[config.mk]
export PLATFORM = sky130hd
export DESIGN_NAME = pc_next_stage
export DESIGN_NICKNAME = d
export VERILOG_FILES = /design/src/rtl/pc_next_stage_pkg.sv /design/src/rtl/adder.sv /design/src/rtl/return_stack.sv /design/src/rtl/pc_next_stage.sv
export SDC_FILE = /design/constraint.sdc
export NUM_CORES = 1
export LEC_CHECK = 0
export BUFFER_PORTS_ARGS = -buffer_cell sky130_fd_sc_hd__buf_2
export CORE_ASPECT_RATIO = 1.5
export CORE_MARGIN = 4
export CORE_UTILIZATION = 30
export DETAILED_ROUTE_END_ITERATION = 6
export PLACE_DENSITY = 0.48
export SETUP_SLACK_MARGIN = 0.5
export SLEW_MARGIN = 20
export SYNTH_ARGS = -nofsm -noshare
export SYNTH_HDL_FRONTEND = slang
export SYNTH_SLANG_ARGS = --single-unit
[constraint.sdc]
create_clock -name clk -period 2.7 [get_ports clk]
set_input_delay 0.27 -clock clk [delete_from_list [all_inputs] [get_ports clk]]
set_output_delay 0.27 -clock clk [all_outputs]
set_load 0.02 [all_outputs]
[src/rtl/pc_next_stage_pkg.sv]
// Purpose: shared branch-condition encodings, RAS default depth and condition evaluator.
// Latency: n/a (types, constants and a pure function only).
// Backpressure: n/a.
package pc_next_stage_pkg;

    localparam int RAS_DEPTH_DEFAULT = 4;

    localparam logic [2:0] COND_EQ    = 3'b000;
    localparam logic [2:0] COND_NE    = 3'b001;
    localparam logic [2:0] COND_LT    = 3'b010;
    localparam logic [2:0] COND_GE    = 3'b011;
    localparam logic [2:0] COND_GT    = 3'b100;
    localparam logic [2:0] COND_LE    = 3'b101;
    localparam logic [2:0] COND_ALWAYS = 3'b110;
    localparam logic [2:0] COND_NEVER = 3'b111;

    // Resolve a condition code against the comparator flags from decode.
    function automatic logic cond_true(input logic [2:0] cond,
                                       input logic       less,
                                       input logic       equal,
                                       input logic       greater);
        logic res;
        res = 1'b0;
        case (cond)
            COND_EQ:     res = equal;
            COND_NE:     res = !equal;
            COND_LT:     res = less;
            COND_GE:     res = greater | equal;
            COND_GT:     res = greater;
            COND_LE:     res = less | equal;
            COND_ALWAYS: res = 1'b1;
            default:     res = 1'b0;
        endcase
        return res;
    endfunction

endpackage

[src/rtl/adder.sv]
// Purpose: general unsigned W-bit adder, sum wraps modulo 2^W.
// Latency: combinational.
// Backpressure: none.
module adder #(
    parameter int W = 32
) (
    input  logic [W-1:0] a,
    input  logic [W-1:0] b,
    output logic [W-1:0] sum
);

    // Carry out is intentionally dropped so the result wraps.
    always_comb begin
        sum = a + b;
    end

endmodule

[src/rtl/return_stack.sv]
// Purpose: circular return-address stack; pushing when full overwrites the oldest entry.
// Latency: push/pop take effect at the next edge; top/empty reflect registered state only.
// Backpressure: none; pop on an empty stack is ignored, pop has priority over push.
module return_stack #(
    parameter int W     = 32,
    parameter int DEPTH = 4
) (
    input  logic         clk,
    input  logic         clear,
    input  logic         push,
    input  logic         pop,
    input  logic [W-1:0] push_data,
    output logic [W-1:0] top,
    output logic         empty
);

    localparam int             PTR_W = $clog2(DEPTH);
    localparam logic [PTR_W:0] FULL  = (PTR_W + 1)'(DEPTH);

    logic [W-1:0]     entry_q [DEPTH];
    logic [PTR_W-1:0] ptr_q, ptr_d, ptr_dec;
    logic [PTR_W:0]   count_q, count_d;

    // ptr_q addresses the next free slot, so the top lives one below it.
    always_comb begin
        ptr_dec = ptr_q - 1'b1;
        top     = entry_q[ptr_dec];
        empty   = (count_q == '0);
    end

    // Pointer/count next state; count saturates so a wrapped push keeps depth at DEPTH.
    always_comb begin
        ptr_d   = ptr_q;
        count_d = count_q;
        if (pop && !empty) begin
            ptr_d   = ptr_dec;
            count_d = count_q - 1'b1;
        end else if (push) begin
            ptr_d = ptr_q + 1'b1;
            if (count_q != FULL) begin
                count_d = count_q + 1'b1;
            end
        end
    end

    // State update with synchronous clear of pointer, count and entries.
    always_ff @(posedge clk) begin
        if (clear) begin
            ptr_q   <= '0;
            count_q <= '0;
            for (int i = 0; i < DEPTH; i++) begin
                entry_q[i] <= '0;
            end
        end else begin
            ptr_q   <= ptr_d;
            count_q <= count_d;
            if (push && !(pop && !empty)) begin
                entry_q[ptr_q] <= push_data;
            end
        end
    end

endmodule

[src/rtl/pc_next_stage.sv]
// Purpose: fetch PC register and next-PC select (ret > jump/call > taken branch > pc+1).
// Latency: redirect in cycle t lands in pc after edge t+1; flush is combinational.
// Backpressure: stall holds every register and suppresses flush; clear overrides stall.
module pc_next_stage
    import pc_next_stage_pkg::*;
#(
    parameter int           n         = 32,
    parameter logic [n-1:0] RESET_PC  = '0,
    parameter int           RAS_DEPTH = RAS_DEPTH_DEFAULT
) (
    input  logic         clk,
    input  logic         clear,
    input  logic         stall,
    input  logic [n-1:0] decode_pc,
    input  logic         br_valid,
    input  logic [2:0]   br_cond,
    input  logic         less,
    input  logic         equal,
    input  logic         greater,
    input  logic [n-1:0] br_target,
    input  logic         jump_valid,
    input  logic         call,
    input  logic [n-1:0] jump_target,
    input  logic         ret,
    output logic [n-1:0] pc,
    output logic         flush,
    output logic         ras_underflow,
    output logic [15:0]  redirect_count
);

    localparam logic [n-1:0] ONE = n'(1);

    logic [n-1:0] pc_q, pc_d;
    logic         uf_q, uf_d;
    logic [15:0]  cnt_q, cnt_d;

    logic [n-1:0] pc_plus1, dec_plus1, ras_top;
    logic         ras_empty, ras_push, ras_pop;
    logic         taken, redirect;

    adder #(.W(n)) u_pc_inc (
        .a   (pc_q),
        .b   (ONE),
        .sum (pc_plus1)
    );

    adder #(.W(n)) u_dec_inc (
        .a   (decode_pc),
        .b   (ONE),
        .sum (dec_plus1)
    );

    return_stack #(.W(n), .DEPTH(RAS_DEPTH)) u_ras (
        .clk       (clk),
        .clear     (clear),
        .push      (ras_push),
        .pop       (ras_pop),
        .push_data (dec_plus1),
        .top       (ras_top),
        .empty     (ras_empty)
    );

    // Redirect decode; ret suppresses a simultaneous call push.
    always_comb begin
        taken    = br_valid & cond_true(br_cond, less, equal, greater);
        redirect = ret | jump_valid | taken;
        flush    = !stall & redirect;
        ras_push = !stall & !ret & jump_valid & call;
        ras_pop  = !stall & ret & !ras_empty;
    end

    // Next-PC select in priority order; an empty-stack ret falls through to decode_pc+1.
    always_comb begin
        pc_d  = pc_plus1;
        uf_d  = 1'b0;
        cnt_d = (cnt_q != 16'hFFFF) ? cnt_q + 16'd1 : cnt_q;
        if (ret) begin
            if (ras_empty) begin
                pc_d = dec_plus1;
                uf_d = 1'b1;
            end else begin
                pc_d = ras_top;
            end
        end else if (jump_valid) begin
            pc_d = jump_target;
        end else if (taken) begin
            pc_d = br_target;
        end
    end

    // Registered state; clear beats stall, stall freezes everything.
    always_ff @(posedge clk) begin
        if (clear) begin
            pc_q  <= RESET_PC;
            uf_q  <= 1'b0;
            cnt_q <= '0;
        end else if (!stall) begin
            pc_q <= pc_d;
            uf_q <= uf_d;
            if (redirect) begin
                cnt_q <= cnt_d;
            end
        end
    end

    always_comb begin
        pc             = pc_q;
        ras_underflow  = uf_q;
        redirect_count = cnt_q;
    end

endmodule
==> out/metrics.cfg <==
[status]
status = finished clean

[cells_and_area]
areaGrowthSynthToFinish_pct = 22.7
fin_nets = 1160
final_cell_mix = nor2_1 (176), buf_2 (158), edfxtp_1 (128)
fill_cells = 3167
mostFrequentLayoutCell = nor2_1
drive_above_1_share_pct = 30.0
final_area_um2 = 11800
final-instance-count-excl-fill = 1466

[critical_path]
cp_max_fo = 9
critPathKind = reg2reg
end_kind = register
crit_arrival_ns = 2.34
crit_path_start_kind = register
critPathRequiredTime_ns = 3.01

[placed_design]
gp_congestion = 0.828
dp_hpwl_mm = 24.5
placed_cells = 1431
place_ws_ns = 0.270
port_buffers = 158
placedInstanceArea_um2 = 11100

[floorplan]
die_h_um = 227
io_pins = 159
core_um2 = 31300
start_util_pct = 30.6
die_area_um2 = 35000
rows = 79
fp.dieW_um = 154

[logic_synthesis]
yosysTopAreaCell = edfxtp_1
synth.cell_area_um2 = 9590
synth_top_area_share_pct = 40.1
avgSynthCellArea_um2 = 11.0
postSynthCellCount = 873
synth_cell_types = 66
ys_seq_area_share_pct = 51.3
ys.flop_type = edfxtp_1
synth_top_cells_by_area = edfxtp_1 (40%), dfxtp_1 (11%), mux4_2 (7.5%), nor2_1 (6.9%), xnor2_1 (4.7%)
synth_warnings = 0
synth-edff-count = 128
async_flop_share_pct = 0
yosys_register_bits = 182
synth_fp_nets = 986

[worst_hold_path]
hp-class = in2reg

[global_route]
grt_max_degree = 36
grt_pass1_wl_mm = 51.2
overflow = 0
track_usage_pct = 19.5
grt_pass1_vias = 8160
antenna_found_initial = 1

[power_and_ir_drop]
clockPowerShare_pct = 37.8
ir_drop_uv = 398
power.internal_mw = 4.99
leakage_nw = 4.30
seqPwrFrac_pct = 47.2
switchingPower_mw = 1.85
swShare_pct = 27.0
power-per-cell-area_nw_per_um2 = 582
power_frac_comb_pct = 15.0

[clock_tree]
clockBufferDepth = 2
cts-buffers-inserted = 17
cts-root-buf = clkbuf_16
ctsHoldBuffers = 0
cts_tree = yes
cts.sinks = 182
htreeDepth = 4
clk_pin_slew_ns = 0.07
clk-insertion-delay-late_ns = 0.44

[routing]
wl_met2_mm = 17.8
postRouteAntennaNets = 0
routed.top_layer = met4
drt_iter0_markers = 688
detail_route.vias_per_cell = 5.40
dr_wl_met3_mm = 2.55
drcViolationCount = 0
wl_met1_mm = 13.5
via_count = 7910
detailedRoute.firstPassIterationCount = 6
wire_per_inst_um = 23.5
wl_mm = 34.5

[timing]
fin_crit_sh_pct = 75.2
worst_clock_skew_ns = 0.0130
final-hold-violation-count = 0
tns_ns = 0
setup_slack_ns = 0.671
final-setup-viol-count = 0
worstMarginPinSlew_ns = 0.713
max_freq_mhz = 493
max_slew_margin_pct = 52.0
drv_slew = 0
rsz0062_at_grt = no
post-route-min-period_ns = 2.03

[job]
cap_violations = 0

## worst paths after layout
check	cells after the start	end	start	slack (ns)
setup / recovery	8	pc[28]$_SDFFE_PP0N_	pc[1]$_SDFFE_PP0N_	0.67
hold / removal	3	pc[29]$_SDFFE_PP0N_	br_target[29]	0.06
setup reg to reg	8	pc[28]$_SDFFE_PP0N_	pc[1]$_SDFFE_PP0N_	0.67
hold reg to reg	2	ras_underflow$_SDFFE_PP0N_	ras_underflow$_SDFFE_PP0N_	0.49
## synthesized netlist by cell type, types with 21 or more instances
library cell  instances
nor2_1              177
edfxtp_1            128
dfxtp_1              54
xnor2_1              51
nand3_1              37
clkbuf_1             33
mux4_2               32
nor3_1               31
a222oi_1             29
nand4_1              28
o21a_1               25
xor2_1               25
o21ai_0              24
nand2_1              23
o22ai_1              21
## per-stage QoR
step | hold WS [ns] | power [mW] | utilization, %
after floorplan | 0.410 | 3.86 | -
after detailed placement | 0.474 | 4.32 | 35.5
after CTS | 0.0417 | 6.89 | 37.4
final | 0.0579 | 6.85 | 37.6
after global placement | 0.470 | 4.32 | 35.5
after global routing | 0.0732 | 7.09 | 37.6
## flip-flops by register name (all words and copies together), names as in the netlist
register	cells
u_ras.entry_q	128
ras_underflow	1
redirect_count	16
pc	32
u_ras.count_q	3
u_ras.ptr_q	2
## kinds of logic after synthesis
| kind of cell | after synthesis | synth area share, % |
|---|---|---|
| AND/OR/NAND/NOR | 358 | 18.7 |
| flip-flops | 182 | 51.3 |
| AO/OA/AOI/OAI | 141 | 10.9 |
| XOR/XNOR | 77 | 7.11 |
| buffers and inverters | 77 | 3.65 |
| multiplexers | 34 | 7.72 |
| adder cells (fa/ha/maj) | 4 | 0.600 |
## what timing repair did
action | 4_1_cts | 5_1_grt
resized for setup | 2 | 8
pin swaps | 0 | 2
setup buffers | 0 | 2
hold endpoints to repair | 0 | 0
setup endpoints to repair | 3 | 23
## power by group through the flow
stage                     clock [mW]  combinational [mW]  sequential (mW)
final                           2.59                1.03             3.23
after global placement             0                1.03             3.29
after CTS                       2.63                1.03             3.23
after floorplan                    0               0.554             3.30
after detailed placement           0                1.03             3.30
after global routing            2.73                1.11             3.25
## area by class of cell
type | count | area [µm²] | share of cell area (%)
Clock inverter | 12 | 154 | 1.31
Inverter | 18 | 67.6 | 0.574
Timing Repair Buffer | 214 | 1290 | 11.0
Clock buffer | 20 | 437 | 3.71
Multi-Input combinational cell | 614 | 4380 | 37.2
Antenna cell | 1 | 2.50 | 0.0213
Sequential cell | 182 | 4930 | 41.9
Tap cell | 405 | 507 | 4.31
## critical path, cell delays in order, from the launching register on
cell and delay (ns):
dfxtp_2 0.38, ha_2 0.22, nand4_1 0.27, nor3_2 0.27, buf_6 0.21, nand4_1 0.17
xnor2_1 0.17, nor2_1 0.11, o22ai_1 0.09
## metal layers
metal	vias to the layer above	GRT usage, %
li1	3625	-
met2	325	35.2
met5	-	0
met4	0	5.62
met1	3920	23.9
met3	40	3.58
No activity file was read; power rests on OpenSTA's default activity.
